$ cat config.mk
export PLATFORM = sky130hd
export DESIGN_NAME = memory
export DESIGN_NICKNAME = d
export VERILOG_FILES = /design/src/rtl/memory_pkg.sv /design/src/rtl/memory_load_extend.sv /design/src/rtl/memory.sv
export SDC_FILE = /design/constraint.sdc
export NUM_CORES = 1
export LEC_CHECK = 0
export CORE_ASPECT_RATIO = 0.9
export CORE_UTILIZATION = 40
export CTS_CLUSTER_SIZE = 14
export DETAILED_ROUTE_END_ITERATION = 10
export GPL_ROUTABILITY_DRIVEN = 0
export GPL_TIMING_DRIVEN = 0
export PLACE_DENSITY_LB_ADDON = 0.15
export SLEW_MARGIN = 15
export SYNTH_ARGS = -nofsm -noshare
export SYNTH_HDL_FRONTEND = slang
export SYNTH_HIERARCHICAL = 1
export SYNTH_SLANG_ARGS = --single-unit
$ cat constraint.sdc
create_clock -name clk -period 4.1 [get_ports clk]
set_clock_uncertainty 0.05 [all_clocks]
set_input_delay 1.025 -clock clk [delete_from_list [all_inputs] [get_ports clk]]
set_output_delay 1.025 -clock clk [all_outputs]
set_load 0.05 [all_outputs]
$ cat src/rtl/memory_pkg.sv
// Shared definitions for the memory-access pipeline stage: access size codes
// and the request FSM state type.
package memory_pkg;

    localparam logic [1:0] MEM_BYTE = 2'b00;
    localparam logic [1:0] MEM_HALF = 2'b01;
    localparam logic [1:0] MEM_WORD = 2'b10;

    typedef enum logic {
        IDLE = 1'b0,
        BUSY = 1'b1
    } state_t;

endpackage

$ cat src/rtl/memory_load_extend.sv
// Load-data alignment: picks the addressed byte/half lane out of a little-endian
// 32-bit read word and sign- or zero-extends it to 32 bits.
module load_extend
    import memory_pkg::*;
(
    input  logic [31:0] rdata,
    input  logic [1:0]  addr,
    input  logic [1:0]  size,
    input  logic        is_signed,
    output logic [31:0] data
);

    logic [7:0]  byte_lane;
    logic [15:0] half_lane;

    always_comb begin
        byte_lane = rdata[8*addr +: 8];
        half_lane = addr[1] ? rdata[31:16] : rdata[15:0];
        case (size)
            MEM_BYTE: data = is_signed ? {{24{byte_lane[7]}}, byte_lane} : {24'b0, byte_lane};
            MEM_HALF: data = is_signed ? {{16{half_lane[15]}}, half_lane} : {16'b0, half_lane};
            default:  data = rdata;
        endcase
    end

endmodule

$ cat src/rtl/memory.sv
// MIPS memory-access stage: issues data-memory requests over req/ack, stalls
// upstream while an access is in flight, and drives the MEM/WB pipeline register.
module memory
    import memory_pkg::*;
#(
    parameter int ADDR_WIDTH = 5,
    parameter int DATA_WIDTH = 32
) (
    input  logic                  clk,
    input  logic                  rst_n,
    input  logic                  valid_mem,
    input  logic [DATA_WIDTH-1:0] alu_data_mem,
    input  logic [DATA_WIDTH-1:0] rt_data_mem,
    input  logic                  mem_read_mem,
    input  logic                  mem_write_mem,
    input  logic [1:0]            mem_size_mem,
    input  logic                  mem_signed_mem,
    input  logic [ADDR_WIDTH-1:0] reg_d_addr_mem,
    input  logic                  reg_d_we_mem,
    input  logic                  reg_d_data_sel_mem,
    output logic                  stall_mem,
    output logic                  dmem_req,
    output logic                  dmem_we,
    output logic [DATA_WIDTH-1:0] dmem_addr,
    output logic [3:0]            dmem_be,
    output logic [DATA_WIDTH-1:0] dmem_wdata,
    input  logic                  dmem_ack,
    input  logic [DATA_WIDTH-1:0] dmem_rdata,
    output logic [DATA_WIDTH-1:0] alu_data_wb,
    output logic [DATA_WIDTH-1:0] mem_data_wb,
    output logic                  reg_d_data_sel_wb,
    output logic [ADDR_WIDTH-1:0] reg_d_addr_wb,
    output logic                  reg_d_we_wb,
    output logic                  misalign_wb
);

    // Handshake: dmem_req rises the cycle after an access is accepted and the
    // dmem_* outputs stay frozen until the cycle dmem_ack is seen high; that
    // cycle completes the transfer and dmem_req drops at the following edge.

    state_t state, state_next;
    logic access, aligned, start, done;
    logic [3:0] be_next;
    logic [DATA_WIDTH-1:0] wdata_next;
    logic [31:0] load_data;

    // Captured instruction, replayed into the WB register when the ack arrives.
    logic [DATA_WIDTH-1:0] cap_alu;
    logic [1:0] cap_size;
    logic cap_signed, cap_we, cap_sel;
    logic [ADDR_WIDTH-1:0] cap_rd;

    always_comb begin
        access = valid_mem & (mem_read_mem | mem_write_mem);
        case (mem_size_mem)
            MEM_BYTE: aligned = 1'b1;
            MEM_HALF: aligned = ~alu_data_mem[0];
            default:  aligned = (alu_data_mem[1:0] == 2'b00);
        endcase
        case (mem_size_mem)
            MEM_BYTE: begin
                be_next    = 4'b0001 << alu_data_mem[1:0];
                wdata_next = {4{rt_data_mem[7:0]}};
            end
            MEM_HALF: begin
                be_next    = alu_data_mem[1] ? 4'b1100 : 4'b0011;
                wdata_next = {2{rt_data_mem[15:0]}};
            end
            default: begin
                be_next    = 4'b1111;
                wdata_next = rt_data_mem;
            end
        endcase
    end

    always_ff @(posedge clk or negedge rst_n) begin
        if (!rst_n) state <= IDLE;
        else        state <= state_next;
    end

    always_comb begin
        state_next = state;
        case (state)
            IDLE: if (access && aligned) state_next = BUSY;
            BUSY: if (dmem_ack) state_next = IDLE;
            default: state_next = IDLE;
        endcase
    end

    always_comb begin
        start     = (state == IDLE) && access && aligned;
        done      = (state == BUSY) && dmem_ack;
        stall_mem = (state == IDLE) ? start : ~dmem_ack;
    end

    always_ff @(posedge clk or negedge rst_n) begin
        if (!rst_n) begin
            dmem_req   <= 1'b0;
            dmem_we    <= 1'b0;
            dmem_addr  <= '0;
            dmem_be    <= 4'b0;
            dmem_wdata <= '0;
            cap_alu    <= '0;
            cap_size   <= MEM_BYTE;
            cap_signed <= 1'b0;
            cap_we     <= 1'b0;
            cap_sel    <= 1'b0;
            cap_rd     <= '0;
        end else if (start) begin
            dmem_req   <= 1'b1;
            dmem_we    <= mem_write_mem;
            dmem_addr  <= {alu_data_mem[DATA_WIDTH-1:2], 2'b00};
            dmem_be    <= be_next;
            dmem_wdata <= wdata_next;
            cap_alu    <= alu_data_mem;
            cap_size   <= mem_size_mem;
            cap_signed <= mem_signed_mem;
            cap_we     <= reg_d_we_mem;
            cap_sel    <= reg_d_data_sel_mem;
            cap_rd     <= reg_d_addr_mem;
        end else if (done) begin
            dmem_req <= 1'b0;
        end
    end

    load_extend u_load_extend (
        .rdata     (dmem_rdata),
        .addr      (cap_alu[1:0]),
        .size      (cap_size),
        .is_signed (cap_signed),
        .data      (load_data)
    );

    always_ff @(posedge clk or negedge rst_n) begin
        if (!rst_n) begin
            alu_data_wb       <= '0;
            mem_data_wb       <= '0;
            reg_d_data_sel_wb <= 1'b0;
            reg_d_addr_wb     <= '0;
            reg_d_we_wb       <= 1'b0;
            misalign_wb       <= 1'b0;
        end else if (done) begin
            alu_data_wb       <= cap_alu;
            mem_data_wb       <= load_data;
            reg_d_data_sel_wb <= cap_sel;
            reg_d_addr_wb     <= cap_rd;
            reg_d_we_wb       <= cap_we;
            misalign_wb       <= 1'b0;
        end else if (state == IDLE && valid_mem && (!access || !aligned)) begin
            // Misaligned accesses are dropped: they pass through with writes disabled.
            alu_data_wb       <= alu_data_mem;
            reg_d_data_sel_wb <= reg_d_data_sel_mem;
            reg_d_addr_wb     <= reg_d_addr_mem;
            reg_d_we_wb       <= access ? 1'b0 : reg_d_we_mem;
            misalign_wb       <= access;
        end else begin
            reg_d_we_wb <= 1'b0;
            misalign_wb <= 1'b0;
        end
    end

endmodule
==> summary.md, run 1 <==
| Metric | Value |
|---|---|
| Maximum clock frequency | 0.257 GHz |
| Layout Nets | 1154 |
| First-pass iteration count of the detailed router | 7 |
| Synth async-reset ratio | 100% |
| Area delta synth->final | 43.0% |
| Crit path DAT | 2.82 ns |
| GRT overflow | 0 |
| Leak | 0.00497 uW |
| WL/cell | 18.6 um |
| Most frequent cells in the layout | 248 x clkdlybuf4s50_1, 163 x nand2_1, 153 x dfrtp_1 |
| CTS Buf Count | 17 |
| Post-Layout Inst Area | 11300 um^2 |
| Required @ worst endpoint | 3.02 ns |
| Pin count of the biggest net entering global routing | 99 |
| Worst-Margin Slew | 0.906 ns |
| Comb pwr share | 50.4% |
| Crit start category | primary input |
| Sequential power share | 30.1% |
| Syn_area_per_cell | 10.2 um^2 |
| Hold-fix buffers, CTS | 0 |
| CP startpoint | valid_mem |
| End point of the critical path | stall_mem |
| Initial antenna violation count | 0 |
| Reg2Reg Depth | 5 |
| Rows | 48 |
| Port bufs | 250 |
| Power share of the clock group | 19.5% |
| Die Y-Extent | 135 um |
| Post-synth EDFFs | 0 |
| Post-synthesis sequential area ratio | 48.5% |
| Crit path kind | primary input to primary output |
| CTS H-tree lvls | 4 |
| Initial Utilization | 40.9% |
| CTS tree | done |
| Top fanout value on the critical path | 10 |
| Final hold violation count | 0 |
| Antenna-violating nets left | 0 |
| Status | finished, final reports clean |
| Post-Syn Area | 7890 um^2 |
| Final WL | 24200 um |
| DIE WIDTH | 150 um |
| Worst-path clk slew | 0.07 ns |
| Worst reg2reg setup slack | 2.01 ns |
| Hold Crit Depth | 2 |
| Clock root cell | clkbuf_16 |
| Pwr Total | 7730 uW |
| Distinct cells, synth | 48 |
| Commonest non-fill, non-tap cell in the layout | clkdlybuf4s50_1 |
| Worst flop-to-flop path startpoint | state |
| Yosys warns | 6 |
| Worst Hold Class | flop to flop |
| Period minus WS final | 3.90 ns |
| Seq cells post-synth | 153 |
| Postcts setup bufs | 0 |
| Switching share of total power | 45.1% |
| Share of post-route cells with drive strength above 1 | 18.9% |
| Vias per Instance | 5.33 |
| Post-DP Area | 10700 um^2 |
| Total track usage | 24.5% |
| Core area | 19300 um^2 |
| Worst R2R End | alu_data_wb[20] |
| # setup viols final | 0 |
| Final Slew Violations | 0 |
| Antenna cells | 0 |
| Top FF cell, synth | dfrtp_1 |
| Final Cycle Share | 95.1% |
| Internal | 4240 uW |
| Clk buf depth | 2 |
| Worst vdd ir | 0.339 mV |
| First DRT Iteration DRCs | 482 |
| DRC | 0 |
| I/O pins | 255 |
| PD cells | 684 nW/um^2 |
| Max-cap violations | 0 |
| Setup crit end kind | primary output |
| Synthesized instance count | 771 |
| First-pass GRT wire length | 38300 um |
| Slew HR | 39.3% |
| Clock Latency Late Sink | 0.43 ns |
| Vias in the first global route | 7043 |
| DP HPWL | 17200 um |
| Clk sinks | 153 |
| Via count | 6958 |
| RSZ-0062 raised after global routing | false |
| Switching Power | 3490 uW |
| Die ar. | 20300 um^2 |
-- cell usage after synthesis, drive strengths merged, types with 2 or more instances --
master / instances / share of area, %
or2: 2 / 0.16
nand2: 164 / 7.8
o31ai: 2 / 0.19
nand2b: 8 / 0.63
a2bb2oi: 4 / 0.44
mux2i: 11 / 1.4
and2b: 2 / 0.19
a22oi: 43 / 4.2
o21ai: 16 / 1.1
nor2: 7 / 0.33
a21oi: 6 / 0.38
nor2b: 7 / 0.62
o211ai: 39 / 3.7
nand4: 40 / 3.2
a221o: 8 / 1.1
and2: 2 / 0.16
mux2: 92 / 14
a31oi: 2 / 0.16
nand3: 39 / 2.5
dfrtp: 153 / 49
buf: 62 / 5.2
o22a: 4 / 0.44
clkbuf: 36 / 1.7
a21o: 3 / 0.29
inv: 6 / 0.29
-- how the worst min path moves through the flow --
stage	startpoint	end	slack, ns
floorplan	cap_we	reg_d_we_wb	0.41
CTS	mem_data_wb[18]	mem_data_wb[18]	0.43
detailed placement	mem_data_wb[18]	mem_data_wb[18]	0.41
finish	mem_data_wb[16]	mem_data_wb[16]	0.42
global route	mem_data_wb[20]	mem_data_wb[20]	0.45
global placement	mem_data_wb[14]	mem_data_wb[14]	0.41
-- metal layers --
| metal | track usage (%) | vias to the layer above | wire [um] |
|---|---|---|---|
| li1 | - | 3282 | - |
| met4 | 7.46 | 0 | 442 |
| met3 | 7.34 | 31 | 2070 |
| met1 | 33.2 | 3366 | 10800 |
| met5 | 0 | - | 0 |
| met2 | 37.8 | 279 | 10900 |
-- sequential cells by signal, summed over array words and instances, names as in the netlist --
signal	flops
alu_data_wb	32
cap_alu	32
dmem_wdata	32
mem_data_wb	32
cap_rd	5
reg_d_addr_wb	5
dmem_be	4
cap_size	2
cap_sel	1
cap_signed	1
cap_we	1
dmem_req	1
dmem_we	1
misalign_wb	1
reg_d_data_sel_wb	1
reg_d_we_wb	1
state	1
-- layout make-up --
type	instances	area, um^2
inverter	6	22.5
multi-input combinational	515	3500
fill	1704	7990
sequential	153	3830
buffer	98	548
clock inverter	14	113
timing repair buffer	251	2530
clock buffer	18	439
tap	250	313
-- metrics by stage --
step	setup slack, ns	TNS [ns]	hold WS [ns]	utilization, %	std cells
after floorplan	0.637	0	0.410	-	772
after global placement	-4.58	-698.56	0.409	55.6	1272
after detailed placement	-0.363	-0.363	0.412	55.7	1273
after CTS	0.0749	0	0.429	58.6	1305
after global routing	0.0466	0	0.449	58.6	1305
final	0.202	0	0.424	58.6	1305
-- what timing repair did --
item / in CTS / in global routing
setup endpoints to repair: 1 / 1
pin swaps: 0 / 0
resized for setup: 4 / 2
-- power groups by stage --
stage	logic [uW]	clock network (uW)	registers, uW
floorplan	1340	0	3550
global placement	3870	0	2340
detailed placement	3910	0	2340
CTS	3920	1530	2320
global route	4110	1590	2380
finish	3890	1510	2320
-- cells by family (layout without fill, tap and decap cells) --
group,count (synthesis),in the layout,synth area share (%)
XOR/XNOR,1,1,0.111
AND/OR/NAND/NOR,272,272,15.9
multiplexers,103,103,15.2
AO/OA/AOI/OAI,137,137,13.0
buffers and inverters,104,387,7.23
flip-flops,153,153,48.5
other,1,2,0.0475
-- worst max-delay path: stages --
cell             delay, ns
clkdlybuf4s50_1       0.49
nor2b_1               0.12
buf_2                 0.27
nand4_2               0.20
buf_6                 0.20
buf_6                 0.16
o21ai_0               0.07
buf_2                 0.28
(Power assumes the default switching activity.)
==> run 2: changes to the inputs <==
--- a/config.mk
+++ b/config.mk
@@ -12,7 +12,7 @@
 export GPL_ROUTABILITY_DRIVEN = 0
 export GPL_TIMING_DRIVEN = 0
 export PLACE_DENSITY_LB_ADDON = 0.15
-export SLEW_MARGIN = 15
+export SLEW_MARGIN = 20
 export SYNTH_ARGS = -nofsm -noshare
 export SYNTH_HDL_FRONTEND = slang
 export SYNTH_HIERARCHICAL = 1
==> constraint.sdc (replaced) <==
create_clock -name clk -period 4.2 [get_ports clk]
set_clock_uncertainty 0.05 [all_clocks]
set_input_delay 1.05 -clock clk [delete_from_list [all_inputs] [get_ports clk]]
set_output_delay 1.05 -clock clk [all_outputs]
set_load 0.05 [all_outputs]
==> run 2 against run 1 <==
First-iteration DRC count fell by 20%. Die area unchanged. Final cell count did not move. Design area about the same. Core utilization hardly changed. Non-clock buffer count did not move. Largest power group unchanged.
==> summary.md, run 2 (synthesized netlist as in run 1, its figures left out) <==
| Metric | Value |
|---|---|
| Vias per Instance | 5.35 (+0.43%) |
| Die ar. | 20300 um^2 (unchanged) |
| Final Cycle Share | 94.3% |
| Layout Nets | 1154 (unchanged) |
| Commonest non-fill, non-tap cell in the layout | clkdlybuf4s50_1 |
| Hold-fix buffers, CTS | 0 (unchanged) |
| Worst vdd ir | 0.300 mV (-12%) |
| Max-cap violations | 0 (unchanged) |
| I/O pins | 255 (unchanged) |
| Maximum clock frequency | 0.252 GHz |
| Leak | 0.00497 uW (about the same) |
| Area delta synth->final | 43.2% (about the same) |
| Clock Latency Late Sink | 0.43 ns (about the same) |
| CTS H-tree lvls | 4 (unchanged) |
| Power share of the clock group | 19.7% (+0.2 points) |
| Initial antenna violation count | 0 (unchanged) |
| Via count | 6988 (+0.43%) |
| Initial Utilization | 40.9% (unchanged) |
| Setup crit end kind | primary output |
| Post-layout util | 58.6% (about the same) |
| Crit path kind | primary input to primary output |
| Share of post-route cells with drive strength above 1 | 18.9% (unchanged) |
| Pin count of the biggest net entering global routing | 96 (-3.0%) |
| Clock root cell | clkbuf_16 |
| First-pass iteration count of the detailed router | 7 (unchanged) |
| First-pass GRT wire length | 38200 um (-0.14%) |
| DRC | 0 (unchanged) |
| Min-delay src | mem_data_wb[11] |
| Final WL | 24000 um (-1.1%) |
| CP max stage delay | 0.49 ns (about the same) |
| PD cells | 669 nW/um^2 (-2.3%) |
| # setup viols final | 0 (unchanged) |
| CTS Buf Count | 17 (unchanged) |
| Critical-path top delay cell | clkdlybuf4s50_1 |
| Top fanout value on the critical path | 10 (unchanged) |
| Post-Layout Inst Area | 11300 um^2 (about the same) |
| WL/cell | 18.4 um (-1.1%) |
| Port bufs | 250 (unchanged) |
| Status | finished, final reports clean |
| GRT overflow | 0 (unchanged) |
| DIE WIDTH | 150 um (unchanged) |
| Most frequent cells in the layout | 248 x clkdlybuf4s50_1, 163 x nand2_1, 153 x dfrtp_1 |
| Period minus WS final | 3.96 ns |
| Worst-path clk slew | 0.07 ns (about the same) |
| RSZ-0062 raised after global routing | false |
| Slew HR | 41.8% (+2.4 points) |
| Antenna-violating nets left | 0 (unchanged) |
| Worst-Margin Slew | 0.870 ns (-0.0363 ns) |
| Worst flop-to-flop path startpoint | state |
| Largest delay share family, worst path | buffers and inverters |
| Comb pwr share | 50.2% (-0.2 points) |
| Switching Power | 3400 uW (-2.5%) |
| CP startpoint | valid_mem |
| CP Cell Sequence | clkdlybuf4s50_1 > nor2b_1 > buf_2 > nand4_2 > buf_6 > buf_6 > o21ai_0 > buf_2 |
| Clk sinks | 153 (unchanged) |
| Final Slew Violations | 0 (unchanged) |
| Internal | 4160 uW (-1.9%) |
| Clk buf depth | 2 (unchanged) |
| Total track usage | 24.4% (-0.13 points) |
| Die Y-Extent | 135 um (unchanged) |
| Vias in the first global route | 7083 (+0.57%) |
| Crit path DAT | 2.86 ns (+0.04 ns) |
| CTS tree | done |
| First DRT Iteration DRCs | 386 (-20%) |
| DP HPWL | 17200 um (+0.19%) |
| Required @ worst endpoint | 3.10 ns (+0.08 ns) |
| Worst Hold Class | flop to flop |
| Core area | 19300 um^2 (unchanged) |
| Crit start category | primary input |
| Final hold violation count | 0 (unchanged) |
| Post-DP Area | 10700 um^2 (unchanged) |
| Crit path buf inv count | 5 (unchanged) |
| Switching share of total power | 45.0% (-0.15 points) |
| Antenna cells | 0 (unchanged) |
| Rows | 48 (unchanged) |
| Sequential power share | 30.0% (about the same) |
run 2: cell count changes in the layout (fill, tap and decap cells not counted):
cell | before | now
clkinv_4 | 2 | 1
clkinv_2 | 2 | 1
inv_6 | 5 | 6
clkbuf_8 | 1 | 2
run 2: power groups by stage:
stage	sequential, uW	clock [uW]	combinational, uW
finish	2270	1490	3800
global route	2330	1570	4000
CTS	2270	1510	3820
detailed placement	2290	0	3810
global placement	2280	0	3780
floorplan	3460	0	1310
run 2: layout make-up:
class                      count  area, um^2
sequential                   153        3830
fill                        1697        7980
clock buffer                  19         453
multi-input combinational    515        3500
inverter                       6        22.5
timing repair buffer         251        2530
clock inverter                13         108
buffer                        98         548
tap                          250         313
run 2: routing by layer:
layer / share of wire, % / track usage, % / routed length [um] / vias up
met1: 45 / 32.9 / 10700 / 3395
li1: - / - / - / 3295
met5: 0 / 0 / 0 / -
met2: 45 / 37.8 / 10800 / 265
met4: 1.9 / 7.07 / 459 / 0
met3: 8.5 / 7.47 / 2030 / 33
run 2: worst min-delay path: cells and delay by family (launching register included):
| kind | cells | cell delay [ns] |
|---|---|---|
| DFF | 1 | 0.34 |
| and+or+nand+nor | 2 | 0.10 |
run 2: timing repair:
item,CTS,global route
gates resized for setup,4,2
endpoints found under the setup margin,1,1
cloned,0,0
setup buffers,0,0
run 2: metrics by stage:
stage / power, uW / hold slack [ns] / cells / TNS, ns / setup WS (ns)
2_1_floorplan: 4770 / 0.410 / 772 / 0 / 0.687
3_3_place_gp: 6060 / 0.409 / 1272 / -687.03 / -4.51
3_5_place_dp: 6100 / 0.416 / 1273 / -0.324 / -0.324
4_1_cts: 7600 / 0.432 / 1305 / 0 / 0.113
5_1_grt: 7910 / 0.442 / 1305 / 0 / 0.0938
6_report: 7560 / 0.425 / 1305 / 0 / 0.238
run 2: final timing paths:
| path | end | slack [ns] | depth (start not counted) |
|---|---|---|---|
| worst max register to register | alu_data_wb[17] | 2.14 | 5 |
| worst max-delay path | stall_mem | 0.24 | 8 |
| max in group asynchronous | cap_alu[1] | 2.77 | 2 |
| worst min register to register | mem_data_wb[11] | 0.43 | 2 |
| worst min-delay path | mem_data_wb[11] | 0.43 | 2 |
| min in group asynchronous | mem_data_wb[16] | 0.49 | 1 |
